--- config.mk ---
export PLATFORM = sky130hd
export DESIGN_NAME = multi_ball_renderer
export DESIGN_NICKNAME = d
export VERILOG_FILES = /design/src/rtl/gravsim_pkg.sv /design/src/rtl/ball_hit_lane.sv /design/src/rtl/multi_ball_renderer.sv
export SDC_FILE = /design/constraint.sdc
export NUM_CORES = 2
export LEC_CHECK = 0
export ABC_AREA = 1
export CAP_MARGIN = 25
export CORE_AREA = 5 5 410 412
export CTS_CLUSTER_SIZE = 8
export DETAILED_ROUTE_END_ITERATION = 6
export DIE_AREA = 0 0 415 417
export PLACE_DENSITY = 0.81
export SYNTH_ARGS = -nofsm -noshare
export SYNTH_HDL_FRONTEND = slang
export SYNTH_HIERARCHICAL = 1
export SYNTH_SLANG_ARGS = --single-unit
--- constraint.sdc ---
create_clock -name Clk -period 6.5 [get_ports Clk]
set_clock_uncertainty 0.2 [all_clocks]
set_input_delay 0.975 -clock Clk [delete_from_list [all_inputs] [get_ports Clk]]
set_output_delay 0.975 -clock Clk [all_outputs]
set_load 0.005 [all_outputs]
--- src/rtl/gravsim_pkg.sv ---
// gravsim_pkg
//   Shared types and constants for the multi-ball renderer.
//   - COORD_W_DEF / RADIUS_W_DEF : default coordinate and radius widths
//   - ball_t                     : one ball slot (x, y, radius, enable)
//   - POS / SIZE / CTRL fields   : bit positions of the Avalon register fields
//   - STATUS fields              : bit positions inside the STATUS word
//   - pack_pos / pack_size       : build the 32-bit read-back words of a slot
package gravsim_pkg;

  localparam int COORD_W_DEF  = 10;
  localparam int RADIUS_W_DEF = 6;

  typedef struct packed {
    logic                    enable;
    logic [RADIUS_W_DEF-1:0] radius;
    logic [COORD_W_DEF-1:0]  y;
    logic [COORD_W_DEF-1:0]  x;
  } ball_t;

  // Ball-space word select (addr[0])
  localparam logic AVL_FIELD_POS  = 1'b0;
  localparam logic AVL_FIELD_SIZE = 1'b1;

  // POS word
  localparam int POS_X_LSB = 0;
  localparam int POS_Y_LSB = 16;

  // SIZE word
  localparam int SIZE_RADIUS_LSB = 0;
  localparam int SIZE_ENABLE_BIT = 31;

  // CTRL write word
  localparam int CTRL_COMMIT_BIT = 0;

  // STATUS read word
  localparam int STATUS_PENDING_BIT = 0;
  localparam int STATUS_FRAME_LSB   = 8;
  localparam int STATUS_FRAME_W     = 8;

  function automatic logic [31:0] pack_pos(input ball_t b);
    logic [31:0] w;
    w = '0;
    w[POS_X_LSB +: COORD_W_DEF] = b.x;
    w[POS_Y_LSB +: COORD_W_DEF] = b.y;
    return w;
  endfunction

  function automatic logic [31:0] pack_size(input ball_t b);
    logic [31:0] w;
    w = '0;
    w[SIZE_RADIUS_LSB +: RADIUS_W_DEF] = b.radius;
    w[SIZE_ENABLE_BIT]                 = b.enable;
    return w;
  endfunction

endpackage

--- src/rtl/ball_hit_lane.sv ---
// ball_hit_lane
//   Hit-test pipeline for one ball slot. Two register stages here plus a
//   combinational compare; the top registers the OR / priority result, which
//   gives the 3-cycle DrawX/DrawY -> is_ball latency.
// Ports:
//   Clk      - system clock
//   Reset_n  - asynchronous active-low reset
//   ball     - active-bank geometry of this slot
//   DrawX/Y  - current pixel
//   hit      - combinational: pixel issued two cycles ago lies inside ball
module ball_hit_lane
  import gravsim_pkg::*;
#(
  parameter int COORD_W  = COORD_W_DEF,
  parameter int RADIUS_W = RADIUS_W_DEF
) (
  input  logic               Clk,
  input  logic               Reset_n,
  input  ball_t              ball,
  input  logic [COORD_W-1:0] DrawX,
  input  logic [COORD_W-1:0] DrawY,
  output logic               hit
);

  localparam int D2_W  = 2*COORD_W + 1;
  localparam int R2_W  = 2*RADIUS_W;
  localparam int CMP_W = (D2_W > R2_W) ? D2_W : R2_W;

  logic [COORD_W-1:0]  ball_x;
  logic [COORD_W-1:0]  ball_y;
  logic [RADIUS_W-1:0] ball_r;

  // S1: only the square of dx/dy is ever used, so the stage keeps the
  // magnitude; it is exactly representable in COORD_W bits and cannot wrap.
  logic [COORD_W-1:0]  adx_next, ady_next;
  logic [COORD_W-1:0]  adx_reg, ady_reg;
  logic [RADIUS_W-1:0] r_s1_reg;
  logic                en_s1_reg;

  // S2
  logic [D2_W-1:0] d2_next, d2_reg;
  logic [R2_W-1:0] r2_next, r2_reg;
  logic            en_s2_reg;

  assign ball_x = COORD_W'(ball.x);
  assign ball_y = COORD_W'(ball.y);
  assign ball_r = RADIUS_W'(ball.radius);

  always_comb begin
    adx_next = (DrawX >= ball_x) ? (DrawX - ball_x) : (ball_x - DrawX);
    ady_next = (DrawY >= ball_y) ? (DrawY - ball_y) : (ball_y - DrawY);
  end

  always_comb begin
    d2_next = D2_W'(adx_reg) * D2_W'(adx_reg) + D2_W'(ady_reg) * D2_W'(ady_reg);
    r2_next = R2_W'(r_s1_reg) * R2_W'(r_s1_reg);
  end

  // Radius and enable travel with the pixel so that an active-bank copy
  // landing mid-pipeline cannot mix old and new geometry for one pixel.
  always_ff @(posedge Clk or negedge Reset_n) begin
    if (!Reset_n) begin
      adx_reg   <= '0;
      ady_reg   <= '0;
      r_s1_reg  <= '0;
      en_s1_reg <= 1'b0;
      d2_reg    <= '0;
      r2_reg    <= '0;
      en_s2_reg <= 1'b0;
    end else begin
      adx_reg   <= adx_next;
      ady_reg   <= ady_next;
      r_s1_reg  <= ball_r;
      en_s1_reg <= ball.enable;
      d2_reg    <= d2_next;
      r2_reg    <= r2_next;
      en_s2_reg <= en_s1_reg;
    end
  end

  // S3: boundary (d2 == r2) counts as inside
  assign hit = en_s2_reg && (CMP_W'(d2_reg) <= CMP_W'(r2_reg));

endmodule

--- src/rtl/multi_ball_renderer.sv ---
// multi_ball_renderer
//   Draws up to NUM_BALLS filled circles. Software writes geometry into a
//   shadow bank over Avalon-MM and requests a commit; the shadow bank is
//   copied to the active bank on the next falling edge of VGA_VS so the
//   picture never tears. The hit test runs against the active bank only.
// Ports:
//   Clk, Reset_n           - clock, asynchronous active-low reset
//   avl_address/write/...  - Avalon-MM slave (1-cycle registered reads)
//   VGA_VS                 - vertical sync (active low, Clk domain)
//   DrawX, DrawY           - current pixel
//   is_ball, ball_id       - hit flag and lowest hit index, 3 cycles later
module multi_ball_renderer
  import gravsim_pkg::*;
#(
  parameter int NUM_BALLS = 8,
  parameter int COORD_W   = COORD_W_DEF,
  parameter int RADIUS_W  = RADIUS_W_DEF,
  parameter int AW        = $clog2(NUM_BALLS) + 2
) (
  input  logic                         Clk,
  input  logic                         Reset_n,
  input  logic [AW-1:0]                avl_address,
  input  logic                         avl_write,
  input  logic [31:0]                  avl_writedata,
  input  logic                         avl_read,
  output logic [31:0]                  avl_readdata,
  input  logic                         VGA_VS,
  input  logic [COORD_W-1:0]           DrawX,
  input  logic [COORD_W-1:0]           DrawY,
  output logic                         is_ball,
  output logic [$clog2(NUM_BALLS)-1:0] ball_id
);

  localparam int ID_W = $clog2(NUM_BALLS);

  // ---------------------------------------------------------------- decode
  logic            ctrl_sel;
  logic            ctrl_off0;
  logic [ID_W-1:0] avl_idx;
  logic            avl_field;
  logic            ball_wr;
  logic            commit_req;

  assign ctrl_sel   = avl_address[AW-1];
  assign ctrl_off0  = (avl_address[AW-2:0] == '0);
  assign avl_idx    = ID_W'(avl_address[AW-2:1]);
  assign avl_field  = avl_address[0];
  assign ball_wr    = avl_write && !ctrl_sel;
  assign commit_req = avl_write && ctrl_sel && ctrl_off0 &&
                      avl_writedata[CTRL_COMMIT_BIT];

  // Only some write-data bits are decoded; fold the rest into a sink.
  logic wdata_unused;
  assign wdata_unused = ^avl_writedata;

  // ------------------------------------------------------- frame control
  logic                      vs_reg;
  logic                      vs_fall;
  logic                      commit_pending_reg, commit_pending_next;
  logic [STATUS_FRAME_W-1:0] frame_cnt_reg;
  logic                      copy_en;

  assign vs_fall = vs_reg && !VGA_VS;
  assign copy_en = vs_fall && commit_pending_reg;

  // A commit written in the copy cycle re-arms for the next frame.
  always_comb begin
    commit_pending_next = commit_pending_reg;
    if (copy_en)
      commit_pending_next = 1'b0;
    if (commit_req)
      commit_pending_next = 1'b1;
  end

  always_ff @(posedge Clk or negedge Reset_n) begin
    if (!Reset_n) begin
      vs_reg             <= 1'b0;
      commit_pending_reg <= 1'b0;
      frame_cnt_reg      <= '0;
    end else begin
      vs_reg             <= VGA_VS;
      commit_pending_reg <= commit_pending_next;
      if (vs_fall)
        frame_cnt_reg <= frame_cnt_reg + 1'b1;
    end
  end

  // ------------------------------------------------ register banks + lanes
  ball_t                shadow_bank [NUM_BALLS];
  ball_t                active_bank [NUM_BALLS];
  logic [NUM_BALLS-1:0] hit;

  for (genvar gi = 0; gi < NUM_BALLS; gi++) begin : g_ball
    ball_t shadow_reg;
    ball_t active_reg;
    logic  slot_wr;

    assign slot_wr = ball_wr && (avl_idx == ID_W'(gi));

    // Copy uses the current shadow value, so a write in the same cycle
    // only reaches the shadow bank.
    always_ff @(posedge Clk or negedge Reset_n) begin
      if (!Reset_n) begin
        shadow_reg <= '0;
        active_reg <= '0;
      end else begin
        if (copy_en)
          active_reg <= shadow_reg;
        if (slot_wr) begin
          if (avl_field == AVL_FIELD_POS) begin
            shadow_reg.x <= avl_writedata[POS_X_LSB +: COORD_W_DEF];
            shadow_reg.y <= avl_writedata[POS_Y_LSB +: COORD_W_DEF];
          end else begin
            shadow_reg.radius <= avl_writedata[SIZE_RADIUS_LSB +: RADIUS_W_DEF];
            shadow_reg.enable <= avl_writedata[SIZE_ENABLE_BIT];
          end
        end
      end
    end

    assign shadow_bank[gi] = shadow_reg;
    assign active_bank[gi] = active_reg;

    ball_hit_lane #(
      .COORD_W  (COORD_W),
      .RADIUS_W (RADIUS_W)
    ) u_lane (
      .Clk     (Clk),
      .Reset_n (Reset_n),
      .ball    (active_bank[gi]),
      .DrawX   (DrawX),
      .DrawY   (DrawY),
      .hit     (hit[gi])
    );
  end

  // ------------------------------------------------------------- readback
  logic [31:0] readdata_reg, readdata_next;

  always_comb begin
    readdata_next = '0;
    if (!ctrl_sel) begin
      if (avl_field == AVL_FIELD_SIZE)
        readdata_next = pack_size(shadow_bank[avl_idx]);
      else
        readdata_next = pack_pos(shadow_bank[avl_idx]);
    end else if (ctrl_off0) begin
      readdata_next[STATUS_PENDING_BIT]                  = commit_pending_reg;
      readdata_next[STATUS_FRAME_LSB +: STATUS_FRAME_W] = frame_cnt_reg;
    end
  end

  always_ff @(posedge Clk or negedge Reset_n) begin
    if (!Reset_n)
      readdata_reg <= '0;
    else if (avl_read)
      readdata_reg <= readdata_next;
  end

  assign avl_readdata = readdata_reg;

  // ---------------------------------------------------------- output stage
  logic            is_ball_reg, is_ball_next;
  logic [ID_W-1:0] ball_id_reg, ball_id_next;

  // Scan from the top so the lowest hit index is the one left standing.
  always_comb begin
    is_ball_next = |hit;
    ball_id_next = '0;
    for (int i = NUM_BALLS - 1; i >= 0; i--) begin
      if (hit[i])
        ball_id_next = ID_W'(i);
    end
  end

  always_ff @(posedge Clk or negedge Reset_n) begin
    if (!Reset_n) begin
      is_ball_reg <= 1'b0;
      ball_id_reg <= '0;
    end else begin
      is_ball_reg <= is_ball_next;
      ball_id_reg <= ball_id_next;
    end
  end

  assign is_ball = is_ball_reg;
  assign ball_id = ball_id_reg;

endmodule
; ---- Word level (Yosys, flattened, before mapping)
; Index checks and enable logic that the tools add are counted.
[totals]
output_inout_bits = 36
inputBits = 62
wordCells = 305
reg_bits = 966
[op_classes]
reduce_logical = 44
muxes = 36
n_eq_ne = 7
addsub = 41
multipliers = 24
n_lt_le_gt_ge = 25
bitwise = 2
[ops]
columns = op, n
row1 = multiplier 10 x 10 -> 20 bit, 16
row2 = subtractor 10 bit, 32
row3 = adder 20 x 20 -> 21 bit, 8
row4 = <= comparator 21 x 12 -> 1 bit, 8
row5 = >= comparator 10 bit, 16
row6 = 2-to-1 mux 10 bit, 16
row7 = multiplier 6 x 6 -> 12 bit, 8
row8 = binary-select mux 27 bit (select 3 bit), 1
row9 = 2-to-1 mux 27 bit, 2
row10 = 2-to-1 mux 32 bit, 1
row11 = AND reduction 2 bit, 16
row12 = 2-to-1 mux 3 bit, 8
row13 = logical AND 1 bit, 22
row14 = 2-to-1 mux 16 bit, 1
row15 = 2-to-1 mux 8 bit, 2
row16 = equality test 3 bit (second input constant), 4
row17 = adder 8 x 1 -> 8 bit (second input constant), 1
row18 = OR reduction 8 bit, 1
row19 = 2-to-1 mux 7 bit, 1
row20 = equality test 3 x 2 -> 1 bit (second input constant), 2
row21 = >= comparator 4 bit (second input constant), 1
row22 = zero test 4 bit, 1
row23 = 2-to-1 mux 1 bit, 4
row24 = NOT 3 -> 4 bit, 1
row25 = 5 further kinds, 6

; ---- Longest topological paths before layout
[logic_depth]
ltp_word = 10
depth_mapped = 25
mapped_depth_nobuf = 24

; ---- Hierarchy
; The synthesis kept the hierarchy.
[by_module_without_submodules]
columns = mod, cells_per_inst, instances, area_per_inst_um2
row1 = ball_hit_lane (g_ball[1].u_lane ...), 1439, 2, 10789.1
row2 = multi_ball_renderer, 1770, 1, 19386.1
row3 = ball_hit_lane (g_ball[3].u_lane), 1443, 1, 10824.1
row4 = ball_hit_lane (g_ball[0].u_lane), 1445, 1, 10820.4
row5 = ball_hit_lane (g_ball[6].u_lane), 1433, 1, 10781.6
row6 = ball_hit_lane (g_ball[5].u_lane), 1429, 1, 10780.3
row7 = ball_hit_lane (g_ball[7].u_lane), 1434, 1, 10774.1
row8 = ball_hit_lane (g_ball[4].u_lane), 1428, 1, 10766.6

; ---- Least setup slack after synthesis
; No wires, ideal clock.
[synth_timing]
path_type = reg-to-reg
start = register g_ball[0].u_lane.ady_reg[0]
end = register g_ball[0].u_lane.d2_reg[14]
slack_ns = 0.722
required_time_ns = 6.184
setup_ns = 0.116
arrival_ns = 5.462
stages_incl_launch_ff = 22
period_less_slack_ns = 5.778
cell_sequence = dfrtp_1 -> clkbuf_1 -> nand2_1 -> fa_1 -> fa_1 -> inv_1 -> fa_1 -> fa_1 -> fa_1 -> fa_1 -> inv_1 -> fa_1 -> inv_1 -> ha_1 -> nand2_1 -> inv_1 -> a21oi_1 -> nand2_1 -> a21oi_1 -> inv_1 -> nand2_1 -> nand2_1
[synth_between]
elab_chain_cells = 2
[synth_lines]
columns = item, line
row1 = from (decl), ball_hit_lane.sv:36  ; logic [COORD_W-1:0] adx_reg, ady_reg;
row2 = from (signal assigned), ball_hit_lane.sv:72  ; ady_reg <= ady_next;
row3 = multiplier 10 x 10 -> 20 bit, ball_hit_lane.sv:55  ; d2_next = D2_W'(adx_reg) * D2_W'(adx_reg) + D2_W'(ady_reg) * D2_W'(ady_reg);
row4 = adder 20 x 20 -> 21 bit, ball_hit_lane.sv:55
row5 = net g_ball[0].u_lane.d2_next[14], ball_hit_lane.sv:41  ; logic [D2_W-1:0] d2_next, d2_reg;
row6 = to (signal assigned), ball_hit_lane.sv:75  ; d2_reg <= d2_next;
row7 = to (decl), ball_hit_lane.sv:41
; The timed path passes the listed nets, and every way through them passes these cells.
; A chain may end at the register's enable or synchronous reset.

; ---- Final worst setup path
[layout_timing]
start = register g_ball[5].u_lane.adx_reg[8]
end = register g_ball[5].u_lane.d2_reg[19]
[layout_between]
elab_chain_cells = 2
[layout_lines]
columns = item, line
row1 = from (decl), ball_hit_lane.sv:36
row2 = from (signal assigned), ball_hit_lane.sv:71  ; adx_reg <= adx_next;
row3 = multiplier 10 x 10 -> 20 bit, ball_hit_lane.sv:55
row4 = adder 20 x 20 -> 21 bit, ball_hit_lane.sv:55
row5 = net g_ball[5].u_lane.d2_next[19], ball_hit_lane.sv:41
row6 = to (signal assigned), ball_hit_lane.sv:75
row7 = to (decl), ball_hit_lane.sv:41
; The timed path passes the listed nets, and every way through them passes these cells.

==> run metrics <==
status=complete, but fails checks; failing checks=design-rule violations; hold_buf cts=1; Post-CTS Setup Repair Bufs=0; Worst Tran Pin Value=1.00 ns; clock root cell=clkbuf_16; routability congestion estimate=0.982; kind of start point of the critical path=flop; first-pass GRT wire length=435000 um; Final Hold Fails=0; relative slew slack=0.328; # Max-Cap Violations=0; top cell type's share of synthesized area=0.226; CTS tree=done; CP most frequent cell=fa_1; WP data arrival=6.61 ns; Clock Latency Late Sink=0.78 ns; reg-to-reg endpoint=g_ball[5].u_lane/d2_reg[19]$_DFF_PN0_; register area share after synthesis=0.226; Synth top cells by count=nand2_1 (3613), inv_1 (3308), ha_1 (1193); Iter 0 DRT Violations=6189; asr flop ratio synth=1.00; post_cts resized=0; Worst setup EP type=flop; # nets final=15635; Register-to-Register Path Depth=19; layout cell share with drive strength beyond 1=0.0478; total gr overflow=0; clock buffer depth=3; row count=149; Synth area leaders=dfrtp_1 (23%), fa_1 (22%), ha_1 (14%), nand2_1 (13%), inv_1 (12%); WL final=264000 um; routed vias=83444; Post-synth EDFFs=0; most common cell in the netlist=nand2_1; Syn Area/Cell=7.97 um2; Die W=415 um; RSZ-0062 raised after global routing=false; DRT Pass-1 Iters=7; HP Start=g_ball[0].u_lane/en_s1_reg$_DFF_PN0_; pin count of the biggest net entering global routing=176; Worst EP required=6.97 ns; Max Slew Vio Count=0; DP Wirelength=213000 um; Core ar.=0.164 mm2; Initial Util=0.644; Synth Flop Type=dfrtp_1; Unique masters post-synth=54; Max FO, Critical Path=13; #FFs+latches synth=953; Critical-path top delay cell=dfrtp_1; WHS Path Cells=0; FILL cells=13104; synth warn=6; Setup Crit Path Kind=reg2reg; DIE AREA=0.173 mm2; CTS H-Tree Depth=4; cell area after synthesis=0.106 mm2; drt wl/cell=17.0 um; Mapped Cells=13260; Setup Viol. Count Final=0; Die H=417 um; total CTS buffers=141; period utilization=0.945; Residual DRC=4; Final ANT Viol Nets=0; Hold Path Sink=g_ball[0].u_lane/en_s2_reg$_DFF_PN0_; Port Buf Inserts=81; Worst-path clk slew=0.05 ns; crit-path cells=nand2_1 -> fa_1 -> fa_1 -> fa_1 -> inv_1 -> fa_1 -> fa_1 -> fa_1 -> inv_1 -> fa_1 -> inv_1 -> ha_1 -> nand2_1 -> nor2_1 -> nand3_1 -> nand3_1 -> nand2_1 -> nand3_1 -> nand2_1; Tot GR Track Use=0.310; Worst R2R Start=g_ball[5].u_lane/adx_reg[8]$_DFF_PN0_; achievable clock frequency=0.163 GHz; setup tns final=0 ns; num ports=98; Worst Path Buf+Inv=3; CTS sink cnt=953; drt via density=5.39; Final min period=6.14 ns; CP delay by family, top=adder cells; Worst R2R Setup Slack=0.36 ns; largest area contributor in the netlist=dfrtp_1; vias in the first global route=86444; initial antenna violation count=16; area growth from synthesis to layout=6.28%; hold crit path type=reg2reg; Max stage delay on crit path=0.70 ns
## final cells by class
type	instances	area, um2	area share
Clock buffer	162	3760	0.0335
Antenna cell	9	22.5	0.000200
Tap cell	2189	2740	0.0244
Sequential cell	953	23800	0.212
Inverter	3323	12500	0.111
Timing Repair Buffer	197	1780	0.0158
Multi-Input combinational cell	8628	67500	0.601
Clock inverter	16	195	0.00174
## routing by layer
metal,part of all wire,vias up,GRT usage
li1,-,39420,-
met1,0.39,40437,0.386
met2,0.49,2801,0.528
met3,0.065,774,0.0454
met4,0.058,12,0.158
met5,0.00027,-,0
## worst max path at each step
stage,slack [ns],endpoint,depth (start not counted),from
3_5_place_dp,0.42,g_ball[5].u_lane/d2_reg[20]$_DFF_PN0_,21,g_ball[5].u_lane/adx_reg[8]$_DFF_PN0_
5_1_grt,0.01,g_ball[7].u_lane/d2_reg[19]$_DFF_PN0_,22,g_ball[7].u_lane/ady_reg[3]$_DFF_PN0_
2_1_floorplan,0.72,g_ball[0].u_lane/d2_reg[14]$_DFF_PN0_,21,g_ball[0].u_lane/ady_reg[0]$_DFF_PN0_
6_report,0.36,g_ball[5].u_lane/d2_reg[19]$_DFF_PN0_,19,g_ball[5].u_lane/adx_reg[8]$_DFF_PN0_
4_1_cts,0.39,g_ball[1].u_lane/d2_reg[14]$_DFF_PN0_,22,g_ball[1].u_lane/adx_reg[6]$_DFF_PN0_
3_3_place_gp,0.46,g_ball[1].u_lane/d2_reg[19]$_DFF_PN0_,22,g_ball[1].u_lane/adx_reg[7]$_DFF_PN0_
## per-stage QoR
stage          utilization  instance area [um2]  worst slack, ns  cells  hold WS (ns)
4_1_cts              0.685               112000            0.386  15468         0.142
2_1_floorplan            -               106000            0.722  13264         0.131
3_3_place_gp         0.661               108000            0.463  15289         0.135
3_5_place_dp         0.661               108000            0.419  15289         0.137
6_report             0.685               112000            0.359  15477         0.138
5_1_grt              0.685               112000           0.0147  15475         0.152
## cells in the final DEF (no fill, tap or decap), types with 6 or more instances in the layout
cell	count
nand2_1	3613
inv_1	3308
ha_1	1193
fa_1	1136
dfrtp_1	953
nand3_1	504
nor2_1	472
a21oi_1	351
o21ai_0	228
xor2_1	204
mux2_2	196
clkbuf_16	146
xnor2_1	139
o21ai_1	130
nand4_1	108
buf_4	107
clkdlybuf4s50_1	78
o21ai_2	38
nor2_2	38
nor3_1	33
o21a_1	31
nor4_1	26
nand2_2	26
o211ai_1	18
a21oi_2	17
a21o_1	16
nand2b_1	16
inv_2	12
a31oi_1	12
clkbuf_1	11
a22oi_1	10
diode_2	9
or2_2	9
o21bai_1	8
and2_1	8
buf_12	8
o221ai_1	7
mux2_1	6
clkinv_8	6
clkinv_2	6
## cell families after synthesis
| logic type | after synthesis | synth area share |
|---|---|---|
| AND/OR/NAND/NOR | 4872 | 0.186 |
| buffers and inverters | 3683 | 0.136 |
| adder cells (fa/ha/maj) | 2329 | 0.356 |
| flip-flops | 953 | 0.226 |
| AO/OA/AOI/OAI | 877 | 0.0461 |
| XOR/XNOR | 343 | 0.0284 |
| multiplexers | 202 | 0.0215 |
| other | 1 | 0.0000355 |
Power is left out: the tool's default activity adds up to more than one toggle a clock period on the data nets, which glitch-free logic cannot reach.
